File: config.mk
export PLATFORM = sky130hd
export DESIGN_NAME = ts_tx_serializer_flat
export DESIGN_NICKNAME = d
export VERILOG_FILES = /design/src/rtl/ts_tx_serializer_pkg.sv /design/src/rtl/ts_tx_serializer_if.sv /design/src/rtl/ts_tx_serializer_os_fifo.sv /design/src/rtl/ts_tx_serializer.sv /design/src/flat_wrapper.sv
export SDC_FILE = /design/constraint.sdc
export NUM_CORES = 1
export LEC_CHECK = 0
export ABC_AREA = 1
export BUFFER_PORTS_ARGS = -buffer_cell sky130_fd_sc_hd__buf_2
export CAP_MARGIN = 30
export CORE_MARGIN = 2
export CORE_UTILIZATION = 60
export CTS_CLUSTER_DIAMETER = 60
export DETAILED_ROUTE_END_ITERATION = 12
export PLACE_DENSITY = 0.76
export SKIP_LAST_GASP = 1
export SYNTH_ARGS = -nofsm -noshare
export SYNTH_HDL_FRONTEND = slang
export SYNTH_SLANG_ARGS = --single-unit
File: constraint.sdc
create_clock -name clk -period 19.76 [get_ports clk]
set_input_delay 4.94 -clock clk [delete_from_list [all_inputs] [get_ports clk]]
set_output_delay 4.94 -clock clk [all_outputs]
set_load 0.02 [all_outputs]
File: src/rtl/ts_tx_serializer_pkg.sv
// Shared TS symbol constants and serializer types.
// Common to the TS generator, serializer and analyser.
package ts_tx_serializer_pkg;

    localparam logic [7:0] COM          = 8'hBC;
    localparam logic [7:0] PADG12       = 8'hF7;
    localparam logic [7:0] D10_2        = 8'h4A;
    localparam logic [7:0] D5_2         = 8'h45;
    localparam logic [7:0] RATE_SUPPORT = 8'h02;

    localparam int DIV_G1_DEF = 4;
    localparam int DIV_G2_DEF = 2;

    typedef enum logic {
        ST_IDLE,
        ST_SEND
    } tx_state_e;

endpackage

File: src/rtl/ts_tx_serializer_if.sv
// Generator-side and lane-side bundle of the serializer.
// master = generator/lane side, slave = serializer.
interface ts_tx_serializer_if;

    logic         ts_valid;
    logic [127:0] ts;
    logic         speed;
    logic         ts_tx_fifo_full;
    logic [7:0]   sym;
    logic         sym_k;
    logic         sym_valid;
    logic         sym_sos;
    logic         tx_idle;
    logic [15:0]  os_sent_cnt;
    logic         overflow;

    modport master (
        output ts_valid, ts, speed,
        input  ts_tx_fifo_full, sym, sym_k, sym_valid,
        input  sym_sos, tx_idle, os_sent_cnt, overflow
    );

    modport slave (
        input  ts_valid, ts, speed,
        output ts_tx_fifo_full, sym, sym_k, sym_valid,
        output sym_sos, tx_idle, os_sent_cnt, overflow
    );

endinterface

File: src/rtl/ts_tx_serializer_os_fifo.sv
// 128-bit ordered-set FIFO with count, registered
// almost-full flag and sticky overflow.
module ts_os_fifo
    import ts_tx_serializer_pkg::*;
#(
    parameter int DEPTH = 4
) (
    input  logic                     clk,
    input  logic                     rst,
    input  logic                     wr_i,
    input  logic [127:0]             data_i,
    input  logic                     rd_i,
    output logic [127:0]             data_o,
    output logic                     empty_o,
    output logic                     empty_next_o,
    output logic [$clog2(DEPTH):0]   count_o,
    output logic                     full_o,
    output logic                     overflow_o
);

    localparam int AW = $clog2(DEPTH);
    localparam int CW = AW + 1;

    logic [127:0]  mem_q [DEPTH];
    logic [AW-1:0] wr_ptr_q, wr_ptr_d;
    logic [AW-1:0] rd_ptr_q, rd_ptr_d;
    logic [CW-1:0] count_q, count_d;
    logic          full_q, full_d;
    logic          ovf_q, ovf_d;
    logic          wr_en, rd_en;

    // Accept/pop qualification, count and flag next-state.
    always_comb begin
        wr_en    = wr_i && (count_q < CW'(DEPTH));
        rd_en    = rd_i && (count_q != '0);
        wr_ptr_d = wr_ptr_q;
        rd_ptr_d = rd_ptr_q;
        count_d  = count_q;
        ovf_d    = ovf_q;
        if (wr_en) begin
            wr_ptr_d = wr_ptr_q + 1'b1;
        end
        if (rd_en) begin
            rd_ptr_d = rd_ptr_q + 1'b1;
        end
        unique case ({wr_en, rd_en})
            2'b10:   count_d = count_q + 1'b1;
            2'b01:   count_d = count_q - 1'b1;
            default: count_d = count_q;
        endcase
        if (wr_i && !wr_en) begin
            ovf_d = 1'b1;
        end
        // One entry of margin for the generator's registered reaction.
        full_d = (count_d >= CW'(DEPTH - 1));
    end

    // Pointer, count and flag registers.
    always_ff @(posedge clk) begin
        if (rst) begin
            wr_ptr_q <= '0;
            rd_ptr_q <= '0;
            count_q  <= '0;
            full_q   <= 1'b0;
            ovf_q    <= 1'b0;
        end else begin
            wr_ptr_q <= wr_ptr_d;
            rd_ptr_q <= rd_ptr_d;
            count_q  <= count_d;
            full_q   <= full_d;
            ovf_q    <= ovf_d;
        end
    end

    // Storage array; contents are don't-care while empty.
    always_ff @(posedge clk) begin
        if (wr_en) begin
            mem_q[wr_ptr_q] <= data_i;
        end
    end

    assign data_o       = mem_q[rd_ptr_q];
    assign empty_o      = (count_q == '0);
    assign empty_next_o = (count_d == '0);
    assign count_o      = count_q;
    assign full_o       = full_q;
    assign overflow_o   = ovf_q;

endmodule

File: src/rtl/ts_tx_serializer.sv
// Buffers TS ordered sets and serialises them onto an
// 8-bit symbol stream with speed-dependent pacing.
module ts_tx_serializer
    import ts_tx_serializer_pkg::*;
#(
    parameter int         DEPTH   = 4,
    parameter int         DIV_G1  = DIV_G1_DEF,
    parameter int         DIV_G2  = DIV_G2_DEF,
    parameter logic [7:0] COM_SYM = COM,
    parameter logic [7:0] PAD_SYM = PADG12
) (
    input  logic              clk,
    input  logic              rst,
    ts_tx_serializer_if.slave bus
);

    localparam int DMAX = (DIV_G1 > DIV_G2) ? DIV_G1 : DIV_G2;
    localparam int DW   = $clog2(DMAX + 1);

    tx_state_e     state_q, state_d;
    logic [127:0]  shift_q, shift_d;
    logic [3:0]    idx_q, idx_d;
    logic [DW-1:0] div_q, div_d;
    logic [DW-1:0] cnt_q, cnt_d;
    logic [7:0]    sym_q, sym_d;
    logic          k_q, k_d;
    logic          sv_q, sv_d;
    logic          sos_q, sos_d;
    logic          idle_q, idle_d;
    logic [15:0]   os_cnt_q, os_cnt_d;

    logic          pop, load, adv, done;
    logic [127:0]  head;
    logic          empty, empty_next;
    logic [$clog2(DEPTH):0] count;

    ts_os_fifo #(
        .DEPTH (DEPTH)
    ) u_fifo (
        .clk          (clk),
        .rst          (rst),
        .wr_i         (bus.ts_valid),
        .data_i       (bus.ts),
        .rd_i         (pop),
        .data_o       (head),
        .empty_o      (empty),
        .empty_next_o (empty_next),
        .count_o      (count),
        .full_o       (bus.ts_tx_fifo_full),
        .overflow_o   (bus.overflow)
    );

    // Slot sequencing; a new symbol is registered at slot start.
    always_comb begin
        state_d  = state_q;
        shift_d  = shift_q;
        idx_d    = idx_q;
        div_d    = div_q;
        cnt_d    = cnt_q;
        sym_d    = sym_q;
        k_d      = k_q;
        sv_d     = 1'b0;
        sos_d    = sos_q;
        os_cnt_d = os_cnt_q;
        pop      = 1'b0;
        load     = 1'b0;
        adv      = 1'b0;
        done     = 1'b0;
        unique case (state_q)
            ST_IDLE: begin
                if (!empty) begin
                    load    = 1'b1;
                    state_d = ST_SEND;
                end
            end
            ST_SEND: begin
                if (cnt_q == div_q - 1'b1) begin
                    if (idx_q == 4'd15) begin
                        done = 1'b1;
                        if (!empty) begin
                            load = 1'b1;
                        end else begin
                            state_d = ST_IDLE;
                        end
                    end else begin
                        adv = 1'b1;
                    end
                end else begin
                    cnt_d = cnt_q + 1'b1;
                end
            end
        endcase
        // Speed is only sampled when an ordered set starts.
        if (load) begin
            pop     = 1'b1;
            shift_d = head;
            div_d   = bus.speed ? DW'(DIV_G2) : DW'(DIV_G1);
            idx_d   = 4'd0;
            cnt_d   = '0;
            sv_d    = 1'b1;
            sym_d   = head[127:120];
            sos_d   = 1'b1;
        end
        if (adv) begin
            shift_d = {shift_q[119:0], 8'h00};
            idx_d   = idx_q + 4'd1;
            cnt_d   = '0;
            sv_d    = 1'b1;
            sym_d   = shift_q[119:112];
            sos_d   = 1'b0;
        end
        if (sv_d) begin
            k_d = (sym_d == COM_SYM) || (sym_d == PAD_SYM);
        end
        if (done && (os_cnt_q != 16'hFFFF)) begin
            os_cnt_d = os_cnt_q + 16'd1;
        end
        idle_d = (state_d == ST_IDLE) && empty_next;
    end

    // Serializer state and output registers.
    always_ff @(posedge clk) begin
        if (rst) begin
            state_q  <= ST_IDLE;
            shift_q  <= '0;
            idx_q    <= 4'd0;
            div_q    <= DW'(DIV_G1);
            cnt_q    <= '0;
            sym_q    <= 8'h00;
            k_q      <= 1'b0;
            sv_q     <= 1'b0;
            sos_q    <= 1'b0;
            idle_q   <= 1'b1;
            os_cnt_q <= 16'h0000;
        end else begin
            state_q  <= state_d;
            shift_q  <= shift_d;
            idx_q    <= idx_d;
            div_q    <= div_d;
            cnt_q    <= cnt_d;
            sym_q    <= sym_d;
            k_q      <= k_d;
            sv_q     <= sv_d;
            sos_q    <= sos_d;
            idle_q   <= idle_d;
            os_cnt_q <= os_cnt_d;
        end
    end

    assign bus.sym         = sym_q;
    assign bus.sym_k       = k_q;
    assign bus.sym_valid   = sv_q;
    assign bus.sym_sos     = sos_q;
    assign bus.tx_idle     = idle_q;
    assign bus.os_sent_cnt = os_cnt_q;

endmodule

File: src/flat_wrapper.sv
// flat-port wrapper written by rule: the top's interface ports become plain ports
module ts_tx_serializer_flat import ts_tx_serializer_pkg::*;
#(
    parameter int         DEPTH   = 4,
    parameter int         DIV_G1  = DIV_G1_DEF,
    parameter int         DIV_G2  = DIV_G2_DEF,
    parameter logic [7:0] COM_SYM = COM,
    parameter logic [7:0] PAD_SYM = PADG12
)
  (clk, rst, bus_ts_valid, bus_ts, bus_speed, bus_ts_tx_fifo_full, bus_sym, bus_sym_k, bus_sym_valid, bus_sym_sos, bus_tx_idle, bus_os_sent_cnt, bus_overflow);
  ts_tx_serializer_if bus_i ();
  input  logic clk;
  input  logic rst;
  input wire logic [$bits(bus_i.ts_valid)-1:0] bus_ts_valid;
  input wire logic [$bits(bus_i.ts)-1:0] bus_ts;
  input wire logic [$bits(bus_i.speed)-1:0] bus_speed;
  output wire logic [$bits(bus_i.ts_tx_fifo_full)-1:0] bus_ts_tx_fifo_full;
  output wire logic [$bits(bus_i.sym)-1:0] bus_sym;
  output wire logic [$bits(bus_i.sym_k)-1:0] bus_sym_k;
  output wire logic [$bits(bus_i.sym_valid)-1:0] bus_sym_valid;
  output wire logic [$bits(bus_i.sym_sos)-1:0] bus_sym_sos;
  output wire logic [$bits(bus_i.tx_idle)-1:0] bus_tx_idle;
  output wire logic [$bits(bus_i.os_sent_cnt)-1:0] bus_os_sent_cnt;
  output wire logic [$bits(bus_i.overflow)-1:0] bus_overflow;
  assign bus_i.ts_valid = bus_ts_valid;
  assign bus_i.ts = bus_ts;
  assign bus_i.speed = bus_speed;
  assign bus_ts_tx_fifo_full = bus_i.ts_tx_fifo_full;
  assign bus_sym = bus_i.sym;
  assign bus_sym_k = bus_i.sym_k;
  assign bus_sym_valid = bus_i.sym_valid;
  assign bus_sym_sos = bus_i.sym_sos;
  assign bus_tx_idle = bus_i.tx_idle;
  assign bus_os_sent_cnt = bus_i.os_sent_cnt;
  assign bus_overflow = bus_i.overflow;
  ts_tx_serializer #(.DEPTH(DEPTH), .DIV_G1(DIV_G1), .DIV_G2(DIV_G2), .COM_SYM(COM_SYM), .PAD_SYM(PAD_SYM)) u_core (.clk(clk), .rst(rst), .bus(bus_i));
endmodule
==> flow_metrics.tcl, run 1 <==
set metrics [dict create \
    outcome "complete, no violations" \
    synthArstFlopShare_pct 0 \
    maxCapViolCount 0 \
    powerDensity_nw_per_um2 144 \
    antenna_violating_nets_post_route 0 \
    io_pins 162 \
    fin_crit_sh_pct 38.7 \
    dieWidth_um 212 \
    cts_setup_buffers 0 \
    cts_sinks 681 \
    ys_seq_elements 681 \
    slew_violations 0 \
    wl_per_cell_um 19.8 \
    max_freq_mhz 131 \
    cp-end-kind "flop" \
    design_area_um2 29400 \
    crit_required_ns 19.95 \
    die_h_um 212 \
    layout_common_cells "edfxtp_1, nand2_1, nor2_1" \
    path_max_fanout 61 \
    clockRootBuffer "clkbuf_16" \
    grt_usage_pct 25.9 \
    grt_max_degree 132 \
    first_pass_iters 5 \
    synth-xor-area-share_pct 0.168 \
    rsz0062_at_grt "no" \
    nets 2479 \
    insertion_delay_ns 0.58 \
    synth_mux_area_share_pct 0 \
    hold_buffers 0 \
    die-area_um2 45100 \
    core_um2 43000 \
    layout.cells.most_common "edfxtp_1" \
    grt_pass1_vias 16700 \
    max-vdd-ir-drop_mv 0.0856 \
    cp_data_arrival_time_ns 7.84 \
    tightest_slew_ns 1.05 \
    finalSetupTns_ns 0 \
    cts_resized 0 \
    port_buffers 161 \
    hold_viol 0 \
    grt_pass1_wl_um 90200 \
    routabilityCongestion 0.826 \
    vias 17800 \
    synth.avg_cell_area_um2 11.7 \
    placed_area_um2 27100 \
    finalCriticalPeriod_ns 7.65 \
    drive_gt1_share_pct 12.8 \
    overflow 0 \
    p_leak_uw 0.0102 \
    route.detailed.drc 0 \
    relSlewSlack_pct 30.1 \
    pre_cts_ws_ns 11.54 \
    synth_edf_count 512 \
    start_util_pct 60.6 \
    synth_warnings 0 \
    vias_per_cell 5.96 \
    synth_nets 2371 \
    area_delta_synth_final_pct 12.8 \
    first_iter_violations 1786 \
    cts_buffers 67 \
    setup_slack_ns 12.11 \
    final_core_util_pct 68.3 \
    cts.clk_slew.worst_paths_ns 0.06 \
    routed_wl_um 59000 \
    cts_max_level 3 \
    place_hpwl_um 32700 \
    startpoint_type "input port" \
    critPathKind "input port to flop" \
    synth_area_um2 26000 \
    setup_violations 0 \
    antenna_found_initial 10 \
    netlist_instances 2230 \
    synth-main-ff-cell "edfxtp_1" \
    synth_compound_area_share_pct 11.7 \
    clk_path_buf_depth 3 \
    cts_tree "built" \
    synth_top_family_by_area "simple AND/OR/NAND/NOR gates" \
    num_rows 76 \
    synth_fa_ha_area_share_pct 0.462 \
    yosysSeqAreaShare_pct 72.1 \
    finClkSkew_ns 0.0163 \
    yosys.area_share.simple_pct 12.1 \
    hold_class "flop to flop" \
    ys_types 44 \
]
-- sequential cells by signal (all words and copies together), names as in the netlist, named ones only --
signal and flops:
u_core.u_fifo.full_o 1, u_core.bus.sym_k 1, u_core.u_fifo.count_o 3, u_core.bus.sym_valid 1, u_core.bus.tx_idle 1, u_core.bus.sym 8, u_core.shift_q 120, u_core.state_q 1
u_core.cnt_q 3, u_core.u_fifo.mem_q 512, u_core.idx_q 4, u_core.div_q 2, u_core.bus.sym_sos 1, u_core.u_fifo.overflow_o 1, u_core.u_fifo.rd_ptr_q 2, u_core.bus.os_sent_cnt 16
u_core.u_fifo.wr_ptr_q 2
-- worst max-delay path, cell delays in order --
cell and delay, ns:
buf_2 0.10, nand2_1 0.32, nor2_4 0.86, buf_4 0.66, buf_4 0.85
-- per-stage QoR --
step | std cells | hold slack [ns] | power, µW
2_1_floorplan | 2230 | 0.436 | 2700
3_3_place_gp | 2852 | 0.442 | 2930
3_5_place_dp | 2853 | 0.455 | 2980
4_1_cts | 2975 | 0.466 | 4240
5_1_grt | 2980 | 0.486 | 4440
6_report | 2983 | 0.469 | 4240
-- where the power goes --
group | internal (µW) | total [µW] | switching [µW]
clock | 755 | 1270 | 514
combinational | 295 | 1030 | 736
sequential | 1800 | 1940 | 135
-- kinds of logic (layout without fill, tap and decap cells) --
logic type,count (synthesis),in the layout
AO/OA/AOI/OAI,545,545
flip-flops,681,681
adder cells (fa/ha/maj),9,9
AND/OR/NAND/NOR,790,790
buffers and inverters,200,361
XOR/XNOR,5,5
other,0,7
-- per-layer routing --
layer	GRT usage [%]	share of wire (%)	vias up
met5	0	0.049	-
met4	9.02	2.3	6
met3	5.17	7.8	114
met2	41.7	48	741
met1	35.5	41	8736
li1	-	-	8188
-- synthesized netlist by cell type, types with 8 or more instances --
cell | number | area share (%)
edfxtp_1 | 512 | 59
nand3_1 | 33 | 0.63
a31oi_1 | 118 | 2.8
clkbuf_1 | 62 | 0.89
ha_1 | 8 | 0.38
o22ai_1 | 114 | 2.7
inv_1 | 53 | 0.76
nand2_1 | 416 | 6.0
buf_2 | 55 | 1.1
a21oi_1 | 28 | 0.54
dfxtp_1 | 169 | 13
nand4_1 | 9 | 0.22
o21ai_0 | 275 | 5.3
nor2_1 | 300 | 4.3
buf_4 | 15 | 0.43
-- cell type report --
class / count / area (µm²)
diodes: 7 / 17.5
well taps: 585 / 732
multi-input cells: 1349 / 6400
clock buffers: 102 / 2050
flip-flops and latches: 681 / 18800
repair buffers: 182 / 1010
fillers: 2979 / 13600
clock inverters: 20 / 166
inverters: 57 / 224
-- final timing paths --
path,cells after the start,end,start,slack [ns]
setup / recovery,5,u_core.u_fifo.mem_q[2][77],bus_ts_valid,12.11
setup reg to reg,5,u_core.u_fifo.mem_q[2][77],u_core.u_fifo.count_o[2],16.07
hold reg to reg,2,flop,u_core.u_fifo.rd_ptr_q[1],0.47
hold / removal,2,flop,u_core.u_fifo.rd_ptr_q[1],0.47
No activity file was read; power rests on OpenSTA's default activity.
==> inputs of run 2 (changes only) <==
- CORE_UTILIZATION: 60 -> 54
- PLACE_DENSITY: 0.76 -> 0.72
- clock period: 19.76 -> 6.3 ns (I/O delays scaled with it)
==> run 2 against run 1 <==
Compared with the run above: die area grew 11%; register-to-register slack worse by 13 ns; sequential power grew to 3.1 times the previous value; wire length is 0.20% higher; power grew to 3.2 times the previous value; combinational power increased to 3.1 times the previous value; via count shrank 1.4%; first-iteration DRC count increased by 1.6%; sequential share of layout area is 0.50 points lower; critical path type is now flop to flop; largest cell class unchanged.
==> flow_metrics.tcl, run 2 (synthesis results as in run 1) <==
set metrics [dict create \
    fin_crit_sh_pct 53.5 \
    wl_per_cell_um 19.6 \
    place_hpwl_um 32700 \
    relSlewSlack_pct 34.2 \
    cts_tree "built" \
    switching_share_pct 32.9 \
    clk_path_buf_depth 3 \
    path_cells "ha_1 > nand3_2 > a21oi_2 > nand4_2 > nand2_4 > ha_1 > inv_1 > fa_1 > a21oi_1 > o21ai_0 > xor2_1 > nand2_1 > inv_1 > nor4_1" \
    largest_reg_flops 512 \
    first_iter_violations 1815 \
    outcome "complete, no violations" \
    num_rows 80 \
    insertion_delay_ns 0.61 \
    route.detailed.drc 0 \
    setup_slack_ns 2.93 \
    layout_common_cells "edfxtp_1, nand2_1, nor2_1" \
    cts_max_level 3 \
    largest_register "u_core.u_fifo.mem_q" \
    nets 2483 \
    pre_cts_ws_ns 2.54 \
    grt_pass1_vias 16700 \
    overflow 0 \
    max_freq_mhz 297 \
    power_switching_uw 4420 \
    cts_buffers 71 \
    crit_required_ns 6.79 \
    crit_family "simple AND/OR/NAND/NOR gates" \
    path_max_fanout 65 \
    grt_max_degree 143 \
    io_pins 162 \
    startpoint_type "flop" \
    design_area_um2 29600 \
    core_um2 47600 \
    slowest_stage "nand2_4" \
    max-vdd-ir-drop_mv 0.232 \
    powerDensity_nw_per_um2 455 \
    clockRootBuffer "clkbuf_16" \
    vias_per_cell 5.80 \
    tightest_slew_ns 0.987 \
    routabilityCongestion 0.826 \
    crit_buf_inv 2 \
    clkPwrFrac_pct 30.9 \
    p_int_uw 9030 \
    cts_resized 0 \
    port_buffers 161 \
    cts_sinks 681 \
    dieWidth_um 224 \
    start_util_pct 54.6 \
    seqPwrFrac_pct 45.1 \
    grt_pass1_wl_um 91900 \
    n_fill_cell 3602 \
    max_stage_delay_ns 0.60 \
    grt_usage_pct 23.5 \
    finalCriticalPeriod_ns 3.37 \
    antenna_violating_nets_post_route 0 \
    slew_violations 0 \
    die-area_um2 50000 \
    layout.cells.most_common "edfxtp_1" \
    critPathKind "flop to flop" \
    hold_class "flop to flop" \
    cts.clk_slew.worst_paths_ns 0.06 \
    rsz0062_at_grt "no" \
    final_cells 3024 \
    cp-end-kind "flop" \
    area_delta_synth_final_pct 13.7 \
    antenna_found_initial 12 \
    first_pass_iters 7 \
    setup_violations 0 \
    routed_wl_um 59100 \
    placed_area_um2 27200 \
    dp.cells 2883 \
    drive_gt1_share_pct 13.6 \
    cp_data_arrival_time_ns 3.86 \
    hold_viol 0 \
    finClkSkew_ns 0.0242 \
    die_h_um 224 \
    maxCapViolCount 0 \
    vias 17500 \
    p_leak_uw 0.0102 \
    cts_setup_buffers 0 \
    hold_buffers 0 \
    power_frac_comb_pct 24.0 \
]
[run 2: routing by layer]
| layer | up-vias | track usage, % | part of all wire, % |
|---|---|---|---|
| met3 | 84 | 4.56 | 7.3 |
| met4 | 6 | 7.91 | 1.8 |
| met2 | 645 | 37.3 | 48 |
| met5 | - | 0 | 0.068 |
| li1 | 8211 | - | - |
| met1 | 8592 | 32.8 | 43 |
[run 2: worst min-delay path: cells and delay by family (launching register included)]
family                 cells  cell delay [ns]
flip-flops                 1             0.29
AO/OA/AOI/OAI              1             0.07
buffers and inverters      1             0.05
[run 2: final cells by class]
type                    instances  area, µm²  share of cell area (%)
flip-flops and latches        681      18800                    63.4
multi-input cells            1349       6400                    21.6
clock buffers                  99       1990                    6.73
repair buffers                182       1050                    3.54
well taps                     615        769                    2.60
clock inverters                33        373                    1.26
inverters                      57        224                   0.757
diodes                          8       20.0                  0.0676
[run 2: final timing paths]
path                              from            endpoint  slack, ns  cells past startpoint
max                    u_core.idx_q[0]  u_core.bus.tx_idle       2.93                     14
min          u_core.u_fifo.rd_ptr_q[1]                flop       0.47                      2
max reg2reg            u_core.idx_q[0]  u_core.bus.tx_idle       2.93                     14
min reg2reg  u_core.u_fifo.rd_ptr_q[1]                flop       0.47                      2
[run 2: power by group through the flow]
stage	sequential, µW	combinational, µW	clock (µW)
after floorplan	6080	2400	0
after global placement	6120	3100	0
after detailed placement	6140	3200	0
after CTS	6060	3220	4200
after global routing	6130	3600	4390
final	6070	3230	4160
[run 2: metrics by stage]
| stage | power [µW] | hold WS, ns | TNS, ns | utilization [%] |
|---|---|---|---|---|
| after floorplan | 8480 | 0.436 | -710.07 | - |
| after global placement | 9230 | 0.439 | 0 | 57.0 |
| after detailed placement | 9340 | 0.449 | 0 | 57.1 |
| after global routing | 14100 | 0.490 | 0 | 62.1 |
| final | 13500 | 0.465 | 0 | 62.1 |
| after CTS | 13500 | 0.458 | 0 | 62.0 |
